--- src/rtl/imem_loader_pkg.sv ---
// imem_loader_pkg -- shared types and constants for the instruction-memory
// program loader.
//   state_t    : loader FSM states (S_CSUM is only reachable when
//                IMEM_LOADER_CHECKSUM_EN is defined)
//   HDR_BYTES  : bytes in the word-count header
//   WORD_BYTES : bytes per instruction word
package imem_loader_pkg;

   typedef enum logic [2:0] {
      S_IDLE,
      S_HDR,
      S_DATA,
      S_WRITE,
      S_CSUM,
      S_DONE,
      S_ERROR
   } state_t;

   localparam int HDR_BYTES  = 2;
   localparam int WORD_BYTES = 4;

endpackage

--- src/rtl/imem_byte_assembler.sv ---
// imem_byte_assembler -- packs an MSB-first byte stream into 32-bit words.
// Ports:
//   i_clock, i_reset  : clock, async active-high reset
//   i_clear           : synchronous clear of word and byte counter
//   i_byte_en         : a byte is consumed this cycle
//   i_byte            : byte value
//   o_word            : shift register contents (complete while in WRITE)
//   o_word_ready      : high on the handshake that completes a word
module imem_byte_assembler
   import imem_loader_pkg::*;
(
   input  logic        i_clock,
   input  logic        i_reset,
   input  logic        i_clear,
   input  logic        i_byte_en,
   input  logic [7:0]  i_byte,
   output logic [31:0] o_word,
   output logic        o_word_ready
);

   logic [31:0] r_word;
   logic [1:0]  r_cnt;

   always_ff @(posedge i_clock or posedge i_reset) begin
      if (i_reset) begin
         r_word <= '0;
         r_cnt  <= '0;
      end else if (i_clear) begin
         r_word <= '0;
         r_cnt  <= '0;
      end else if (i_byte_en) begin
         r_word <= {r_word[23:0], i_byte};
         r_cnt  <= r_cnt + 2'd1;
      end
   end

   assign o_word       = r_word;
   // Counter wraps to 0 on its own after the last byte of a word.
   assign o_word_ready = i_byte_en && (r_cnt == 2'(WORD_BYTES - 1));

endmodule

--- src/rtl/imem_program_loader.sv ---
// imem_program_loader -- loads a program from a byte stream into imem while
// holding the CPU. Stream: 16-bit word count, then count 32-bit words, all
// MSB first. Optional trailing XOR checksum byte when the macro
// IMEM_LOADER_CHECKSUM_EN is defined.
// Ports:
//   i_clock, i_reset         : clock, async active-high reset
//   i_start                  : begins a load from IDLE/DONE/ERROR
//   i_in_valid, i_in_data    : byte source
//   o_in_ready               : byte accepted when valid && ready
//   o_imem_we/addr/wdata     : imem write port, one strobe per word
//   o_cpu_hold               : keep the CPU held (low only in DONE)
//   o_done, o_error          : level status
module imem_program_loader
   import imem_loader_pkg::*;
#(
   parameter int ADDR_W = 8
) (
   input  logic              i_clock,
   input  logic              i_reset,
   input  logic              i_start,
   input  logic              i_in_valid,
   input  logic [7:0]        i_in_data,
   output logic              o_in_ready,
   output logic              o_imem_we,
   output logic [ADDR_W-1:0] o_imem_addr,
   output logic [31:0]       o_imem_wdata,
   output logic              o_cpu_hold,
   output logic              o_done,
   output logic              o_error
);

   localparam logic [16:0] DEPTH = 17'(1) << ADDR_W;

   state_t            r_state, w_next;
   logic              r_hdr_cnt;
   logic [15:0]       r_count;
   logic [15:0]       r_index;
   logic [ADDR_W-1:0] r_addr_q;
   logic [31:0]       r_wdata_q;
   logic              w_accept, w_start_ok, w_word_ready;
   logic [15:0]       w_count;
   logic [31:0]       w_word;
`ifdef IMEM_LOADER_CHECKSUM_EN
   logic [7:0]        r_xor;
`endif

   assign w_accept   = i_in_valid && o_in_ready;
   assign w_start_ok = i_start && (r_state == S_IDLE || r_state == S_DONE ||
                                   r_state == S_ERROR);
   // Count as it will be once the current header byte lands.
   assign w_count    = {r_count[7:0], i_in_data};

   imem_byte_assembler u_asm (
      .i_clock      (i_clock),
      .i_reset      (i_reset),
      .i_clear      (w_start_ok),
      .i_byte_en    (w_accept && r_state == S_DATA),
      .i_byte       (i_in_data),
      .o_word       (w_word),
      .o_word_ready (w_word_ready)
   );

   always_comb begin
      w_next = r_state;
      case (r_state)
         S_IDLE, S_DONE, S_ERROR:
            if (i_start) w_next = S_HDR;
         S_HDR:
            if (w_accept && r_hdr_cnt == 1'(HDR_BYTES - 1)) begin
               if (w_count == 16'd0)              w_next = S_DONE;
               else if ({1'b0, w_count} > DEPTH)  w_next = S_ERROR;
               else                               w_next = S_DATA;
            end
         S_DATA:
            if (w_word_ready) w_next = S_WRITE;
         S_WRITE:
            if (r_index + 16'd1 == r_count) begin
`ifdef IMEM_LOADER_CHECKSUM_EN
               w_next = S_CSUM;
`else
               w_next = S_DONE;
`endif
            end else begin
               w_next = S_DATA;
            end
`ifdef IMEM_LOADER_CHECKSUM_EN
         S_CSUM:
            if (w_accept) w_next = (i_in_data == r_xor) ? S_DONE : S_ERROR;
`endif
         default: w_next = S_IDLE;
      endcase
   end

   always_ff @(posedge i_clock or posedge i_reset) begin
      if (i_reset) begin
         r_state   <= S_IDLE;
         r_hdr_cnt <= 1'b0;
         r_count   <= '0;
         r_index   <= '0;
         r_addr_q  <= '0;
         r_wdata_q <= '0;
`ifdef IMEM_LOADER_CHECKSUM_EN
         r_xor     <= '0;
`endif
      end else begin
         r_state <= w_next;
         if (w_start_ok) begin
            r_hdr_cnt <= 1'b0;
            r_index   <= '0;
`ifdef IMEM_LOADER_CHECKSUM_EN
            r_xor     <= '0;
`endif
         end
         if (r_state == S_HDR && w_accept) begin
            r_hdr_cnt <= 1'b1;
            r_count   <= w_count;
         end
         // Capture the written address/data so the port holds them after WRITE.
         if (r_state == S_WRITE) begin
            r_index   <= r_index + 16'd1;
            r_addr_q  <= r_index[ADDR_W-1:0];
            r_wdata_q <= w_word;
         end
`ifdef IMEM_LOADER_CHECKSUM_EN
         if (r_state == S_DATA && w_accept) r_xor <= r_xor ^ i_in_data;
`endif
      end
   end

   always_comb begin
      o_in_ready   = (r_state == S_HDR) || (r_state == S_DATA) || (r_state == S_CSUM);
      o_imem_we    = (r_state == S_WRITE);
      o_imem_addr  = o_imem_we ? r_index[ADDR_W-1:0] : r_addr_q;
      o_imem_wdata = o_imem_we ? w_word : r_wdata_q;
      o_cpu_hold   = (r_state != S_DONE);
      o_done       = (r_state == S_DONE);
      o_error      = (r_state == S_ERROR);
   end

endmodule

--- config.mk ---
export PLATFORM = sky130hd
export DESIGN_NAME = imem_program_loader
export DESIGN_NICKNAME = d
export VERILOG_FILES = /design/src/rtl/imem_loader_pkg.sv /design/src/rtl/imem_byte_assembler.sv /design/src/rtl/imem_program_loader.sv
export SDC_FILE = /design/constraint.sdc
export NUM_CORES = 1
export LEC_CHECK = 0
export CORE_ASPECT_RATIO = 0.7
export CORE_MARGIN = 3
export CORE_UTILIZATION = 56
export DETAILED_ROUTE_END_ITERATION = 8
export GPL_ROUTABILITY_DRIVEN = 0
export GPL_TIMING_DRIVEN = 1
export PLACE_DENSITY = 0.79
export SYNTH_ARGS = -nofsm -noshare
export SYNTH_HDL_FRONTEND = slang
export SYNTH_SLANG_ARGS = --single-unit
export TNS_END_PERCENT = 5
--- constraint.sdc ---
create_clock -name i_clock -period 4.25 [get_ports i_clock]
set_input_delay 1.0625 -clock i_clock [delete_from_list [all_inputs] [get_ports i_clock]]
set_output_delay 1.0625 -clock i_clock [all_outputs]
set_load 0.005 [all_outputs]
==> results_dict.tcl, run 1 <==
set metrics [dict create \
    holdPathStages 2 \
    synth-seq-cells 110 \
    grt_pass1_wl_mm 20.3 \
    die_x_um 120 \
    cp-start-kind "flop" \
    synthArstFlopShare 1.00 \
    slowest_stage "dfrtp_1" \
    rsz0062_at_grt "no" \
    diodes 0 \
    cts_buffer_depth 2 \
    skew_ps 5.84 \
    peakVddDrop_uv 327 \
    startpoint "r_state[2]" \
    ff2ff_path_depth 7 \
    clk-insertion-delay-late_ps 350 \
    antenna_found_initial 0 \
    finalNonFillerCells 735 \
    detail_route.iter0.violations 432 \
    vias_per_cell 5.74 \
    seqCellArea_sq_um 2750 \
    drt_wl_total_mm 12.1 \
    clkTransAtPathRegs_ps 70 \
    cts-root-buf "clkbuf_16" \
    grt_pass1_vias 3986 \
    synth_commonest_cells "nand2_1, dfrtp_1, a21oi_1" \
    maxCapViolCount 0 \
    place_ws_ps 1010 \
    cpPeakStageDelay_ps 560 \
    cts_buffers 9 \
    nNetsFinal 624 \
    critPathKind "reg2out" \
    yosysMostFrequentCell "nand2_1" \
    worstMarginPinSlew_ps 883 \
    ctsHoldBuffers 0 \
    hold_viol 0 \
    cp.required_ps 3190 \
    synthToLayoutAreaGrowth_pct 19.1 \
    whs_ps 472 \
    outcome "finished, final reports clean" \
    hp-class "reg2reg" \
    cts_sinks 110 \
    dpl.hpwl_mm 8.22 \
    io_buffer_count 56 \
    rows 28 \
    fmax_mhz 274 \
    grt_max_degree 111 \
    ant_nets 0 \
    vias 4216 \
    h-tree-depth 3 \
    yosys_warnings 0 \
    grt_usage 0.247 \
    slew_viol_final 0 \
    crit_cells 7 \
    period_share 0.860 \
    die-area_sq_um 10300 \
    synth-edff-count 0 \
    slew-limit-headroom 0.411 \
    netlist.area_leader.share 0.539 \
    crit_buf_inv 3 \
    crit_path_end "o_imem_wdata[31]" \
    path_cells "nor2b_1 > nand2_2 > buf_4 > buf_4 > nand2_1 > nand2_1 > clkdlybuf4s50_1" \
    setup_viol 0 \
    min_period_ps 3660 \
    placed_cells 719 \
    start_util 0.590 \
    cts_tree "yes" \
    core_area_sq_um 8650 \
    path_delay_family "buffers and inverters" \
    layout-drive-gt1-share 0.0829 \
    power_density_nw_per_um2 712 \
    syn_nets 585 \
    die_h_um 85.9 \
    synth.distinct_cells 50 \
    r2r_slack_ps 1750 \
    p_total_mw 4.33 \
    synth_ff_type "dfrtp_1" \
    yosysTopAreaCell "dfrtp_1" \
    fin_ws_ps 594 \
    cp.arrival_ps 2590 \
    r2r_start "r_state[2]" \
    syn_inst 571 \
    multiInputGateArea_sq_um 2190 \
    tns_ps 0 \
    synth-seq-area-share 0.539 \
    syn_avg_cell_area_sq_um 8.94 \
    cts_resized 0 \
    drc 0 \
    post_cts_buffers 0 \
    critPathCaptureType "output pin" \
    critPathMaxFanout 34 \
    avgRoutedWirePerCell_um 16.5 \
    firstDrtPassIters 5 \
    io_pins 57 \
    power_leakage_nw 2.80 \
    fill_cells 692 \
    synthTopCellsByArea "dfrtp_1, nand2_1, a21oi_1" \
    netlist_area_sq_um 5100 \
    r2r-end "r_index[2]" \
    grt_overflow_total 0 \
]
## state kept, by name (all words and copies together) (netlist names)
name	flops
r_wdata_q	32
u_asm.o_word	32
u_asm.r_cnt	2
r_index	16
r_hdr_cnt	1
r_state	3
r_addr_q	8
r_count	16
## kinds of logic (layout without fill, tap and decap cells)
logic type                 count (synthesis)  after routing  synth area share
and+or+nand+nor                          282            282             0.240
DFF                                      110            110             0.539
AOI/OAI and AO/OA                         97             97             0.112
buffers and inverters                     43             87            0.0336
xor gates and xnor gates                  23             23            0.0395
muxes                                     14             14            0.0306
adders and majority gates                  2              2           0.00490
## worst min-delay path, stage by stage (launching register included)
cell,delay (ps)
dfrtp_1,320
nand2_1,40
nand2_1,70
## per-stage QoR
stage,utilization,instance area [sq um]
floorplan,-,5100
global placement,0.664,5750
detailed placement,0.664,5750
CTS,0.703,6080
global route,0.703,6080
finish,0.703,6080
## cell usage in the layout (no fill, tap or decap), drive strengths merged, types with 2 or more instances in the layout
master	instances
or4	3
nand2	211
nor2b	3
bufinv	2
a31oi	3
xnor2	12
o31ai	4
nor4	4
nand3	10
clkbuf	11
dfrtp	110
buf	7
nor3	6
a21oi	40
o21a	3
o21ai	34
nor2	21
and4	4
and3	5
inv	9
clkinv	2
clkdlybuf4s50	56
mux2	13
nand2b	4
xor2	11
nand4	6
ha	2
## power breakdown
part / leakage, nW / switching [mW] / internal [mW] / total (mW)
Sequential: 1.42 / 0.320 / 1.44 / 1.76
Clock: 0.166 / 0.367 / 0.549 / 0.916
Combinational: 1.21 / 0.858 / 0.795 / 1.65
Total: 2.80 / 1.54 / 2.78 / 4.33
## worst min-delay path by stage
stage,slack (ps),startpoint,to
final,470,r_wdata_q[19],r_wdata_q[19]
after global routing,500,r_wdata_q[28],r_wdata_q[28]
after CTS,470,r_wdata_q[28],r_wdata_q[28]
after detailed placement,460,r_wdata_q[28],r_wdata_q[28]
after global placement,460,r_wdata_q[5],r_wdata_q[5]
after floorplan,460,r_wdata_q[24],r_wdata_q[24]
## layout make-up
cell class,count,area share
Sequential cell,110,0.453
Multi-Input combinational cell,418,0.360
Timing Repair Buffer,63,0.103
Clock buffer,11,0.0416
Tap cell,120,0.0247
Clock inverter,5,0.0130
Inverter,8,0.00535
## layer usage
| layer | vias up | GRT usage | wire length (um) |
|---|---|---|---|
| met5 | - | 0 | 0 |
| met4 | 0 | 0.0530 | 87 |
| met3 | 10 | 0.0626 | 785 |
| met2 | 151 | 0.375 | 5520 |
| met1 | 2074 | 0.365 | 5700 |
| li1 | 1981 | - | - |
No activity file was read; power rests on OpenSTA's default activity.
==> inputs of run 2 (changes only) <==
--- a/config.mk
+++ b/config.mk
@@ -5,6 +5,7 @@
 export SDC_FILE = /design/constraint.sdc
 export NUM_CORES = 1
 export LEC_CHECK = 0
+export ABC_CLOCK_PERIOD_IN_PS = 4250
 export CORE_ASPECT_RATIO = 0.7
 export CORE_MARGIN = 3
 export CORE_UTILIZATION = 56
@@ -12,6 +13,7 @@
 export GPL_ROUTABILITY_DRIVEN = 0
 export GPL_TIMING_DRIVEN = 1
 export PLACE_DENSITY = 0.79
+export SKIP_LAST_GASP = 1
 export SYNTH_ARGS = -nofsm -noshare
 export SYNTH_HDL_FRONTEND = slang
 export SYNTH_SLANG_ARGS = --single-unit
==> results of run 2 <==
No change in the layout: final DEF, timing and power equal those of run 1.
